### src/rtl/vdp_pkg.sv
// vdp_pkg: command opcodes, VDP access codes, master FSM states and control-word builder
package vdp_pkg;

   localparam logic [2:0] OP_REG  = 3'd0;
   localparam logic [2:0] OP_VWR  = 3'd1;
   localparam logic [2:0] OP_PWR  = 3'd2;
   localparam logic [2:0] OP_VRD  = 3'd3;
   localparam logic [2:0] OP_STAT = 3'd4;

   localparam logic [1:0] CODE_VRD  = 2'd0;
   localparam logic [1:0] CODE_VWR  = 2'd1;
   localparam logic [1:0] CODE_REG  = 2'd2;
   localparam logic [1:0] CODE_CRAM = 2'd3;

   typedef enum logic [3:0] {
      IDLE, C0_WR, C0_DN, C1_WR, C1_DN, D_WAIT, D_WR, D_DN, R_WAIT, R_OUT, R_DN
   } state_t;

   // {byte1, byte0} of the two-byte control word for a command
   function automatic logic [15:0] ctrl_word(input logic [2:0] op, input logic [13:0] addr,
                                             input logic [7:0] val);
      case (op)
         OP_REG:  return {CODE_REG, 2'b00, addr[3:0], val};
         OP_VWR:  return {CODE_VWR, addr};
         OP_PWR:  return {CODE_CRAM, 6'd0, 3'd0, addr[4:0]};
         OP_VRD:  return {CODE_VRD, addr};
         default: return 16'd0;
      endcase
   endfunction

endpackage

### src/rtl/vdp_io_master.sv
// vdp_io_master: command-stream initiator driving the VDP CPU-side data/ctrl IO ports
module vdp_io_master
   import vdp_pkg::*;
#(
   parameter int RD_WAIT = 2
) (
   input  logic        clk,
   input  logic        reset,
   input  logic        cmd_valid,
   output logic        cmd_ready,
   input  logic [2:0]  cmd_op,
   input  logic [13:0] cmd_addr,
   input  logic [13:0] cmd_len,
   input  logic [7:0]  cmd_val,
   input  logic        wr_valid,
   output logic        wr_ready,
   input  logic [7:0]  wr_data,
   output logic        rd_valid,
   input  logic        rd_ready,
   output logic [7:0]  rd_data,
   output logic        busy,
   output logic        io_portsel,
   output logic [7:0]  io_wrdata,
   output logic        io_wren,
   output logic        io_wrdone,
   output logic        io_rddone,
   input  logic [7:0]  io_rddata
);

   state_t state, nxt;
   logic [2:0]  op, op_n;
   logic [13:0] addr, addr_n, len;
   logic [7:0]  val, val_n;
   logic [3:0]  wcnt;
   logic [15:0] cw;
   logic        accept, last, rd_go;

   assign cmd_ready = state == IDLE;
   assign busy      = !cmd_ready;
   assign wr_ready  = state == D_WAIT;
   assign rd_valid  = state == R_OUT;
   assign accept    = cmd_valid && cmd_ready;
   assign op_n      = accept ? cmd_op : op;
   assign addr_n    = accept ? cmd_addr : addr;
   assign val_n     = accept ? cmd_val : val;
   assign cw        = ctrl_word(op_n, addr_n, val_n);
   assign last      = len == 14'd1;
   assign rd_go     = wcnt == 4'(RD_WAIT - 1);

   always_comb begin
      nxt = state;
      case (state)
         IDLE:    nxt = !cmd_valid ? IDLE : cmd_op == OP_STAT ? R_WAIT : cmd_op <= OP_VRD ? C0_WR : IDLE;
         C0_WR:   nxt = C0_DN;
         C0_DN:   nxt = C1_WR;
         C1_WR:   nxt = C1_DN;
         C1_DN:   nxt = (op == OP_REG || len == 14'd0) ? IDLE : op == OP_VRD ? R_WAIT : D_WAIT;
         D_WAIT:  nxt = wr_valid ? D_WR : D_WAIT;
         D_WR:    nxt = D_DN;
         D_DN:    nxt = last ? IDLE : D_WAIT;
         R_WAIT:  nxt = rd_go ? R_OUT : R_WAIT;
         R_OUT:   nxt = rd_ready ? R_DN : R_OUT;
         R_DN:    nxt = last ? IDLE : R_WAIT;
         default: nxt = IDLE;
      endcase
   end

   // io_* are registered from the next state so strobes line up with the state they belong to
   always_ff @(posedge clk) begin
      if (reset) begin
         state      <= IDLE;
         op         <= 3'd0;
         addr       <= 14'd0;
         val        <= 8'd0;
         len        <= 14'd0;
         wcnt       <= 4'd0;
         rd_data    <= 8'd0;
         io_portsel <= 1'b0;
         io_wrdata  <= 8'd0;
         io_wren    <= 1'b0;
         io_wrdone  <= 1'b0;
         io_rddone  <= 1'b0;
      end else begin
         state      <= nxt;
         io_wren    <= nxt inside {C0_WR, C1_WR, D_WR};
         io_wrdone  <= nxt inside {C0_DN, C1_DN, D_DN};
         io_rddone  <= nxt == R_DN;
         io_portsel <= nxt inside {C0_WR, C0_DN, C1_WR, C1_DN} ||
                       (nxt inside {R_WAIT, R_OUT, R_DN} && op_n == OP_STAT);
         io_wrdata  <= nxt inside {C0_WR, C0_DN} ? cw[7:0] :
                       nxt inside {C1_WR, C1_DN} ? cw[15:8] :
                       (state == D_WAIT && wr_valid) ? wr_data : io_wrdata;
         wcnt       <= state == R_WAIT ? wcnt + 4'd1 : 4'd0;
         if (state == R_WAIT && rd_go) rd_data <= io_rddata;
         if (accept) begin
            op   <= cmd_op;
            addr <= cmd_addr;
            val  <= cmd_val;
            len  <= cmd_op == OP_STAT ? 14'd1 : cmd_len;
         end else if (state inside {D_DN, R_DN}) begin
            len <= len - 14'd1;
         end
      end
   end

endmodule
### config.mk
export PLATFORM = sky130hd
export DESIGN_NAME = vdp_io_master
export DESIGN_NICKNAME = d
export VERILOG_FILES = /design/src/rtl/vdp_pkg.sv /design/src/rtl/vdp_io_master.sv
export SDC_FILE = /design/constraint.sdc
export NUM_CORES = 1
export LEC_CHECK = 0
export CAP_MARGIN = 0
export CELL_PAD_IN_SITES_DETAIL_PLACEMENT = 1
export CELL_PAD_IN_SITES_GLOBAL_PLACEMENT = 1
export CORE_MARGIN = 2
export CORE_UTILIZATION = 45
export CTS_BUF_LIST = sky130_fd_sc_hd__clkbuf_4
export DETAILED_ROUTE_END_ITERATION = 10
export DONT_BUFFER_PORTS = 1
export PLACE_DENSITY_LB_ADDON = 0.1
export SETUP_SLACK_MARGIN = 0.5
export SKIP_CTS_REPAIR_TIMING = 1
export SLEW_MARGIN = 20
export SYNTH_ARGS = -nofsm -noshare
export SYNTH_HDL_FRONTEND = slang
export SYNTH_SLANG_ARGS = --single-unit
### constraint.sdc
create_clock -name clk -period 4.15 [get_ports clk]
set_input_delay 0.83 -clock clk [delete_from_list [all_inputs] [get_ports clk]]
set_output_delay 0.83 -clock clk [all_outputs]
set_load 0.01 [all_outputs]
; ---- Word-level counts from Yosys, hierarchy flattened
; Index checks and enable logic that the tools add are counted.
[word_totals]
register_bits = 67
input_bits = 60
output_inout_bits = 24
elab_cells = 85
[op_classes]
n_addsub = 2
order_cmp = 1
n_eq_ne = 27
mux = 21
bitwise_logic = 1
reduce_logical = 21
[ops]
columns = op, n
row1 = one-hot mux 16 bit (4 select lines), 1
row2 = 2-to-1 mux 14 bit, 4
row3 = one-hot mux 4 bit (11 select lines), 1
row4 = 2-to-1 mux 8 bit, 4
row5 = "equality test 4 x 3 -> 1 bit, second input constant", 7
row6 = "equality test 4 bit, second input constant", 6
row7 = 2-to-1 mux 4 bit, 5
row8 = "equality test 4 x 2 -> 1 bit, second input constant", 4
row9 = "equality test 14 x 1 -> 1 bit, second input constant", 1
row10 = zero test 14 bit, 1
row11 = "subtractor 14 x 1 -> 14 bit, second input constant", 1
row12 = "equality test 4 x 1 -> 1 bit, second input constant", 3
row13 = nonzero test 3 bit, 4
row14 = "equality test 3 x 2 -> 1 bit, second input constant", 3
row15 = nonzero test 2 bit, 4
row16 = "equality test 3 bit, second input constant", 2
row17 = zero test 3 bit, 2
row18 = 2-to-1 mux 3 bit, 2
row19 = "adder 4 x 1 -> 4 bit, second input constant", 1
row20 = logical AND 1 bit, 4
row21 = zero test 4 bit, 1
row22 = 2-to-1 mux 2 bit, 2
row23 = nonzero test 4 bit, 1
row24 = "equality test 3 x 1 -> 1 bit, second input constant", 1
row25 = 6 further kinds, 8

; ---- Logic depth before layout (Yosys ltp)
; Gate-level depths: netlist of the first run.
[logic_depth]
word_depth = 9
ltp_mapped = 10
ltp_nobuf = 8

; ---- Least setup slack after synthesis of the first run
; No wires, ideal clock.
[synth_path]
kind = input to register
start = input cmd_op[1]
end = register io_wrdata[2]
setup_ns = 0.135
t_arrival_ns = 2.097
setup_slack_ns = 1.918
path_stages = 7
path_buffers = 1
cell_sequence = nor2_1 and2_1 a221o_1 and3b_1 buf_4 a2111oi_0 a311oi_1
[synth_between]
elab_chain_len = 9
[synth_rtl]
columns = element, line_no
row1 = start: declaration, vdp_io_master.sv:11  ; input logic [2:0] cmd_op,
row2 = <= comparator 3 x 2 -> 1 bit, vdp_io_master.sv:53  ; IDLE: nxt = !cmd_valid ? IDLE : cmd_op == OP_STAT ? R_WAIT : cmd_op <= OP_VRD ? C0_WR : IDLE;
row3 = 2-to-1 mux 1 bit, vdp_io_master.sv:53
row4 = 2-to-1 mux 4 bit (2 in a row), vdp_io_master.sv:53
row5 = one-hot mux 4 bit (11 select lines), vdp_io_master.sv:52  ; case (state)
row6 = equality test 4 x 2 -> 1 bit / equality test 4 x 3 -> 1 bit (equally long branches), vdp_io_master.sv:91  ; nxt inside {C1_WR, C1_DN} ? cw[15:8] :
row7 = nonzero test 2 bit, vdp_io_master.sv:91
row8 = 2-to-1 mux 8 bit, vdp_io_master.sv:91
row9 = 2-to-1 mux 8 bit, vdp_io_master.sv:90  ; io_wrdata <= nxt inside {C0_WR, C0_DN} ? cw[7:0] :
row10 = end signal: assignment, vdp_io_master.sv:90
row11 = end: declaration, vdp_io_master.sv:23  ; output logic [7:0] io_wrdata,
; Several ways; a longest one is shown, not always the timed one.
; A chain may end at the register's enable or synchronous reset.

; ---- Worst setup path after layout of the first run
[layout_path]
start = register state[2]
end = register io_wrdata[6]
[layout_between]
elab_chain_len = 7
[layout_rtl]
columns = element, line_no
row1 = start: declaration, vdp_io_master.sv:30  ; state_t state, nxt;
row2 = start signal: assignment, vdp_io_master.sv:84  ; state <= nxt;
row3 = branches (longest 7 deep; another with one-hot mux 4 bit (11 select lines)), -
; Parallel ways; which one is timed is not known.

==> results of run 1 <==
state kept, by name, summed over array words and instances (netlist names):
register,count
rd_data,8
state,4
io_portsel,1
io_wrdata,8
io_rddone,1
wcnt,4
val,8
io_wrdone,1
len,14
op,3
addr,14
io_wren,1
report_power, final:
group / leakage (nW) / internal (mW) / switching [mW] / total [mW]
Clock: 0.0796 / 0.242 / 0.256 / 0.498
Sequential: 0.548 / 0.727 / 0.0953 / 0.822
Combinational: 0.710 / 0.196 / 0.312 / 0.507
Total: 1.34 / 1.16 / 0.663 / 1.83
critical path, cell delays in order, from the launching register on:
cell,delay (ps)
dfxtp_1,720
nor2b_1,330
nor3b_1,410
o211ai_1,250
a31oi_1,700
nand2_1,260
a211oi_1,290
through the flow:
stage | utilization (%) | area (um2)
3_3_place_gp | 46.1 | 3510
3_5_place_dp | 46.1 | 3510
4_1_cts | 48.2 | 3670
6_report | 48.3 | 3670
5_1_grt | 48.3 | 3670
2_1_floorplan | - | 3480
placed cells by master (no fill, tap or decap), types with 8 or more instances in the layout:
master     n
xnor2_1    9
nor2_1    38
mux2i_1   21
o21ai_0   13
o211ai_1   8
nand3_1   24
a21oi_1   41
nand2_1   51
clkbuf_4   9
dfxtp_1   67
nor2b_1    8
per-layer routing:
layer / global-route usage [%] / routed length, um / vias to the layer above
li1: - / - / 1487
met5: 0 / 0 / -
met1: 29.1 / 4220 / 1445
met4: 11.1 / 237 / 0
met3: 5.83 / 553 / 20
met2: 39.6 / 4760 / 76
cell families after synthesis:
logic type,after synthesis,share of synthesized area [%]
AOI/OAI and AO/OA,109,20.6
xor gates and xnor gates,16,4.02
adders and majority gates,5,1.80
buffers and inverters,33,4.27
DFF,67,38.5
muxes,22,6.36
and+or+nand+nor,166,24.5
area by class of cell:
type	count	area share, %
Antenna cell	1	0.0681
Tap cell	102	3.48
Inverter	6	0.613
Clock buffer	9	1.84
Sequential cell	67	36.5
Clock inverter	7	2.52
Timing Repair Buffer	3	0.613
Multi-Input combinational cell	318	54.3
final timing paths:
kind	cells after the start	endpoint	slack [ps]
worst min-delay path	2	addr[4]$_SDFF_PP0_	460
worst max register to register	6	io_wrdata[6]$_SDFFE_PP0P_	1120
worst min register to register	2	addr[4]$_SDFF_PP0_	460
worst max-delay path	6	io_wrdata[6]$_SDFFE_PP0P_	1120
Yosys cell counts (5+ instances only):
cell type,n
ha_1,5
inv_1,6
clkbuf_1,15
nor2b_1,8
buf_2,8
xnor2_1,9
o211ai_1,8
xor2_1,7
o21ai_0,13
nand3_1,24
mux2i_1,21
nor2_1,38
a2111oi_0,5
a21oi_1,41
a211oi_1,7
nand2_1,51
o2111ai_1,6
nor3_1,6
dfxtp_1,67
==> summary.txt, run 1 <==
Synth
  • EDFF count, synth: 0
  • Seq/Total Area, Yosys: between 30% and 40%
  • Post-synth top area share: 38.5%
  • Post-Syn Nets: 483
  • Largest area contributor in the synthesized netlist: dfxtp_1
  • Post-Syn Area: 3480 um2
  • #FFs+latches synth: 67
  • Cell count after synthesis: approximately 420
  • Async SR Flop Fraction: 0%
  • Synth Warn #: 0
  • Synth area leaders: dfxtp_1 38%, mux2i_1 6.0%, a21oi_1 5.9%, nand2_1 5.5%, nor2_1 4.1%
  • Most used DFF post-synth: dfxtp_1
  • Syn_area_per_cell: about 8.3 um2
  • Library cells used by synthesis: 56

STA
  • Setup violators final: 0
  • Final WS setup: 1120 ps
  • Slew Limit Fails: 0
  • Final Skew: 15.2 ps
  • Hold_ws: between 400 and 500 ps
  • Final number of hold-violating endpoints: 0
  • RSZ-0062 raised after global routing: false
  • Period utilisation layout: 73.0%
  • Measured slew at the worst slew-check pin: ~1100 ps
  • Period minus WS final: 3030 ps
  • Fin Setup TNS: 0 ps
  • Worst rel slew slack: 29.0%
  • F_max: 0.330 GHz

Global routing
  • Largest net degree at the start of global routing: 60
  • Initial antenna violation count: 1
  • First-pass GRT wire length: around 16 mm
  • Total gr overflow: 0
  • All-Layer GR Usage: 23.9%
  • Vias in the first global route: about 3200

Die
  • Core Rows: 32
  • Die boundary width: 92.0 um
  • Die area: 8460 um2
  • Die height: 92.0 um
  • Initial Utilization: a little under half
  • I/O pin total: 84
  • Core ar.: 7610 um2

Worst setup path
  • Critical Path Start Type: register
  • Worst r2r src: state[2]$_SDFF_PP0_
  • Arrival @ worst endpoint: 3380 ps
  • CP required: 4500 ps
  • Kind of critical path: register to register
  • Crit path capture type: register
  • Crit-path max FO: 15
  • Worst setup path start: state[2]$_SDFF_PP0_

Finish
  • Layout Cells excl Fill: 513
  • Nets@finish: 470
  • Share of cells above drive strength 1: 8.29%
  • Footprint of the multi-input gates: 2000 um2
  • Area added between synthesis and finish: 5.39%
  • Fill cells: approximately 930
  • Register area: 1340 um2

Route
  • Per-cell routed wire length: roughly 19 um
  • DRT Pass-1 Iters: 4
  • Final ANT Viol Nets: 0
  • Via count of the routed design: 3028
  • DR vias/cell: just under 6
  • DR iter-0 viols: 107
  • Drt total wl: 9.78 mm
  • DRC errors left: 0

Placement
  • Dpl cells: 496
  • Routability Congestion: 0.825
  • Port-buffer cells: 0
  • Place WS: 1170 ps
  • Post-DP HPWL: 6.85 mm

CTS
  • TritonCTS Buffers: 9
  • CTS H-tree lvls: 3
  • Sink Count: 67
  • Clock Latency Late Sink: 420 ps
  • CTS tree: built
  • Clock transition at the registers of the reported paths: 120 ps
  • Root buffer cell: clkbuf_4
  • CTS max path bufs: 2

Pwr
  • Leakage: 1.34 nW
  • Final Power: 1.83 mW
  • Power Density: 498 nW/um2
  • Worst vdd ir: 0.216 mV

Flow run
  • Max cap viols: 0

Worst hold path
  • Worst Hold Class: register to register
  • Hold wc startpoint: addr[4]$_SDFF_PP0_

Status
  • Status: finished clean
Power figures use the tool's default switching activity.
==> run 2: changes to the inputs <==
--- a/config.mk
+++ b/config.mk
@@ -9,7 +9,7 @@
 export CELL_PAD_IN_SITES_DETAIL_PLACEMENT = 1
 export CELL_PAD_IN_SITES_GLOBAL_PLACEMENT = 1
 export CORE_MARGIN = 2
-export CORE_UTILIZATION = 45
+export CORE_UTILIZATION = 44
 export CTS_BUF_LIST = sky130_fd_sc_hd__clkbuf_4
 export DETAILED_ROUTE_END_ITERATION = 10
 export DONT_BUFFER_PORTS = 1
==> constraint.sdc (replaced) <==
create_clock -name clk -period 2.56 [get_ports clk]
set_input_delay 0.512 -clock clk [delete_from_list [all_inputs] [get_ports clk]]
set_output_delay 0.512 -clock clk [all_outputs]
set_load 0.01 [all_outputs]
==> run 2 against run 1 <==
  * Worst setup slack got worse by 850 ps
  * Sequential power increased by 63%
  * Register-to-register slack got worse by 850 ps
  * Combinational power increased by 130%
==> summary.txt, run 2 (synthesis gave the netlist of run 1 again) <==
Status
  • Status: finished clean

STA
  • Hold_ws: 145 ps
  • Worst rel slew slack: 63.7%
  • Slew Limit Fails: 0
  • RSZ-0062 raised after global routing: true
  • F_max: 0.438 GHz
  • Final Skew: ~9.5 ps
  • Final number of hold-violating endpoints: 0
  • Fin Setup TNS: 0 ps
  • Final WS setup: 275 ps
  • Measured slew at the worst slew-check pin: 529 ps
  • Setup violators final: 0
  • Period minus WS final: ~2300 ps
  • Period utilisation layout: 89.3%

Worst setup path
  • CP required: 2920 ps
  • Arrival @ worst endpoint: 2640 ps
  • Worst setup path start: len[5]$_SDFFE_PP0P_
  • Worst r2r src: len[5]$_SDFFE_PP0P_
  • Critical Path Start Type: register
  • Reg-to-reg endpoint: io_wrdata[7]$_SDFFE_PP0P_
  • End of the critical path: io_wrdata[7]$_SDFFE_PP0P_
  • Register-to-register setup slack: 270 ps
  • Crit path capture type: register
  • Reg2reg path depth: 9
  • Crit-path max FO: 7
  • Kind of critical path: register to register

Pwr
  • Leakage: 1.55 nW
  • Power Density: 800 nW/um2
  • Worst vdd ir: 0.334 mV

Placement
  • Routability Congestion: 0.821
  • Post-DP HPWL: 6.96 mm
  • Dpl cells: approximately 500
  • Place WS: 87.6 ps
  • Port-buffer cells: 0

Route
  • Via count of the routed design: 3213
  • DRC errors left: 0
  • DRT Pass-1 Iters: 4
  • DR iter-0 viols: ~120
  • Final ANT Viol Nets: 0
  • Drt total wl: 10.7 mm
  • DR vias/cell: 5.90
  • Per-cell routed wire length: 19.6 um

CTS
  • CTS tree: built
  • Root buffer cell: clkbuf_4
  • TritonCTS Buffers: 9
  • CTS H-tree lvls: 3
  • CTS max path bufs: 2
  • Clock Latency Late Sink: 420 ps
  • Clock transition at the registers of the reported paths: 120 ps
  • Sink Count: 67

Die
  • Die boundary width: slightly above 90 um
  • Core Rows: 32
  • Die area: 8650 um2
  • Initial Utilization: 45.3%
  • Die height: a little over 90 um
  • Core ar.: 7690 um2
  • I/O pin total: 84

Global routing
  • Initial antenna violation count: 0
  • Vias in the first global route: 3155
  • Largest net degree at the start of global routing: 60
  • First-pass GRT wire length: around 16 mm
  • Total gr overflow: 0
  • All-Layer GR Usage: between 20% and 30%

Finish
  • Area added between synthesis and finish: 20.0%
  • Most frequent cells in the layout: 62 x dfxtp_1, 50 x nand2_1, 38 x nor2_1
  • Share of cells above drive strength 1: 22.3%
  • Nets@finish: 503
  • Post-layout util: 54.4%
  • Top flop regs: addr: 14 flops, len: 14 flops
  • Layout Cells excl Fill: between 500 and 600
  • Diode count: 0
  • Most common cell after layout, fill and taps aside: dfxtp_1
  • Fill cells: 926

Flow run
  • Max cap viols: 0

Worst hold path
  • Worst Hold Class: input port to register
-- run 2: changes by cell type in the layout (fill, tap and decap cells not counted), sizes merged --
cell and change:
clkbuf +1, diode -1, buf +32
-- run 2: critical path, stage by stage (launching register included) --
cell	delay, ps
dfxtp_1	370
nor4_4	270
buf_4	170
nand4_1	80
buf_4	180
a221o_1	360
and3b_2	410
buf_6	160
nand3_2	80
a21oi_2	140
-- run 2: worst min-delay path by stage --
stage / start / endpoint / slack (ps) / cells after the start
floorplan: addr[4]$_SDFF_PP0_ / addr[4]$_SDFF_PP0_ / 430 / 2
global placement: addr[10]$_SDFF_PP0_ / addr[10]$_SDFF_PP0_ / 440 / 2
detailed placement: addr[10]$_SDFF_PP0_ / addr[10]$_SDFF_PP0_ / 440 / 2
CTS: reset / len[1]$_SDFFE_PP0P_ / 130 / 1
global route: reset / rd_data[2]$_SDFFE_PP0P_ / 120 / 1
finish: reset / rd_data[2]$_SDFFE_PP0P_ / 150 / 1
-- run 2: layout make-up --
type	count	area, um2	area share [%]
Timing Repair Buffer	36	308	7.36
Clock buffer	9	67.6	1.62
Inverter	6	25.0	0.598
Multi-Input combinational cell	318	2200	52.7
Clock inverter	7	92.6	2.21
Sequential cell	67	1360	32.5
Tap cell	102	128	3.05
-- run 2: stage by stage --
stage,instance area [um2],power (mW)
2_1_floorplan,3560,2.07
3_3_place_gp,3680,2.26
3_5_place_dp,3680,2.29
4_1_cts,3840,3.10
5_1_grt,4180,3.53
6_report,4180,3.34
-- run 2: routing by layer --
layer	up-vias	global-route usage, %	wire [um]
li1	1567	-	-
met4	0	8.33	164
met1	1572	28.4	4510
met3	16	4.92	486
met2	58	39.0	5500
met5	-	0	0
-- run 2: power by group --
| group | total, mW | internal [mW] | switching [mW] |
|---|---|---|---|
| logic | 1.19 | 0.546 | 0.640 |
| registers | 1.34 | 1.18 | 0.162 |
| clock network | 0.815 | 0.392 | 0.423 |
==> run 3: changes to the inputs <==
--- a/config.mk
+++ b/config.mk
@@ -9,7 +9,7 @@
 export CELL_PAD_IN_SITES_DETAIL_PLACEMENT = 1
 export CELL_PAD_IN_SITES_GLOBAL_PLACEMENT = 1
 export CORE_MARGIN = 2
-export CORE_UTILIZATION = 44
+export CORE_UTILIZATION = 45
 export CTS_BUF_LIST = sky130_fd_sc_hd__clkbuf_4
 export DETAILED_ROUTE_END_ITERATION = 10
 export DONT_BUFFER_PORTS = 1
==> constraint.sdc (replaced) <==
create_clock -name clk -period 2.6 [get_ports clk]
set_input_delay 0.52 -clock clk [delete_from_list [all_inputs] [get_ports clk]]
set_output_delay 0.52 -clock clk [all_outputs]
set_load 0.01 [all_outputs]
==> run 3 against run 2 <==
  * Via count fell by 2.9%
  * First-iteration DRC count fell by 28%
  * Routed wire length fell by 5.2%
==> summary.txt, run 3 (synthesis gave the netlist of run 1 again) <==
Status
  • Status: finished clean

Finish
  • Diode count: 0
  • Most common cell after layout, fill and taps aside: dfxtp_1
  • Share of cells above drive strength 1: between 10% and 20%
  • Top flop regs: addr: 14 flops, len: 14 flops
  • Area added between synthesis and finish: 15.8%
  • Nets@finish: 492
  • Most frequent cells in the layout: 62 x dfxtp_1, 51 x nand2_1, 41 x a21oi_1

CTS
  • Clock Latency Late Sink: 420 ps
  • CTS tree: built
  • Clock transition at the registers of the reported paths: 110 ps
  • Root buffer cell: clkbuf_4
  • CTS H-tree lvls: 3
  • Sink Count: 67
  • CTS max path bufs: 2
  • TritonCTS Buffers: 9

Worst setup path
  • Crit path capture type: register
  • Critical Path Start Type: register
  • CP required: 2950 ps
  • Kind of critical path: register to register
  • Arrival @ worst endpoint: 2680 ps
  • Slowest-stage cell, CP: or4_4
  • Slowest stage delay, CP: 510 ps
  • Register-to-register setup slack: 270 ps
  • CP Cell Sequence: nor4_4, buf_4, nand2b_4, or4_4, or4_4, xor2_2, a211oi_2
  • Worst r2r src: len[3]$_SDFFE_PP0P_
  • Crit-path max FO: 4
  • CP dominant cell by count: or4_4
  • End of the critical path: len[13]$_SDFFE_PP0P_
  • Reg-to-reg endpoint: len[13]$_SDFFE_PP0P_
  • Reg2reg path depth: 7
  • Worst setup path start: len[3]$_SDFFE_PP0P_

Placement
  • Routability Congestion: 0.839
  • Place WS: 191 ps
  • Post-DP HPWL: 7.01 mm
  • Port-buffer cells: 0

Global routing
  • First-pass GRT wire length: between 15 and 20 mm
  • Initial antenna violation count: 0
  • All-Layer GR Usage: about a quarter
  • Total gr overflow: 0
  • Largest net degree at the start of global routing: 60
  • Vias in the first global route: 3207

Pwr
  • Power Density: 805 nW/um2
  • Worst vdd ir: approximately 0.40 mV
  • Leakage: 1.50 nW

STA
  • Worst rel slew slack: 51.6%
  • Period minus WS final: approximately 2300 ps
  • Fin Setup TNS: 0 ps
  • Measured slew at the worst slew-check pin: 723 ps
  • Final Skew: roughly 9.0 ps
  • Setup violators final: 0
  • RSZ-0062 raised after global routing: true
  • Final WS setup: 274 ps
  • Slew Limit Fails: 0
  • Final number of hold-violating endpoints: 0
  • Period utilisation layout: 89.5%
  • F_max: 0.430 GHz

Die
  • Core Rows: 32
  • Die area: 8460 um2
  • Initial Utilization: 45.8%
  • Die height: approximately 92 um
  • I/O pin total: 84
  • Die boundary width: 92.0 um
  • Core ar.: 7610 um2

Route
  • DR vias/cell: 5.84
  • DR iter-0 viols: 85
  • Via count of the routed design: 3119
  • DRC errors left: 0
  • DRT Pass-1 Iters: 4
  • Final ANT Viol Nets: 0
  • Per-cell routed wire length: approximately 19 um
  • Drt total wl: 10.1 mm

Flow run
  • Max cap viols: 0

Worst hold path
  • Worst Hold Class: input port to register
-- run 3: area by class of cell --
class / instances / area (um2)
Clock buffer: 9 / 67.6
Clock inverter: 7 / 116
Fill cell: 913 / 3570
Inverter: 6 / 22.5
Multi-Input combinational cell: 318 / 2140
Sequential cell: 67 / 1350
Tap cell: 102 / 128
Timing Repair Buffer: 25 / 204
-- run 3: per-layer routing --
metal | global-route usage [%] | routed length (um)
met5 | 0 | 0
met4 | 6.72 | 124
met3 | 7.15 | 467
met2 | 42.3 | 5150
met1 | 28.6 | 4350
-- run 3: power by group --
| part | total (mW) | internal [mW] | switching, mW |
|---|---|---|---|
| Clock | 0.881 | 0.485 | 0.396 |
| Combinational | 1.04 | 0.475 | 0.565 |
| Sequential | 1.33 | 1.16 | 0.164 |
-- run 3: how the worst min path moves through the flow --
| stage | end | slack, ps | from | cells after the start |
|---|---|---|---|---|
| final | len[13]$_SDFFE_PP0P_ | 160 | reset | 1 |
| after detailed placement | addr[4]$_SDFF_PP0_ | 450 | addr[4]$_SDFF_PP0_ | 2 |
| after global routing | len[12]$_SDFFE_PP0P_ | 120 | reset | 1 |
| after CTS | addr[13]$_SDFF_PP0_ | 130 | reset | 1 |
| after global placement | addr[8]$_SDFF_PP0_ | 440 | addr[8]$_SDFF_PP0_ | 2 |
| after floorplan | addr[4]$_SDFF_PP0_ | 430 | addr[4]$_SDFF_PP0_ | 2 |
-- run 3: worst max-delay path: cells and delay by family, from the launching register on --
family / cells / cell delay (ps)
AND/OR/NAND/NOR: 4 / 1340
flip-flops: 1 / 380
XOR/XNOR: 1 / 160
AO/OA/AOI/OAI: 1 / 200
buffers and inverters: 1 / 190
-- run 3: stage by stage --
step / util (%) / total power, mW / instances / hold WS, ps / cell area [um2]
2_1_floorplan: - / 2.02 / 418 / 433 / 3540
3_3_place_gp: 48.2 / 2.23 / 509 / 438 / 3660
3_5_place_dp: 48.2 / 2.25 / 509 / 448 / 3660
4_1_cts: 50.6 / 3.15 / 525 / 129 / 3850
5_1_grt: 53.0 / 3.43 / 534 / 121 / 4040
6_report: 53.0 / 3.25 / 534 / 156 / 4040
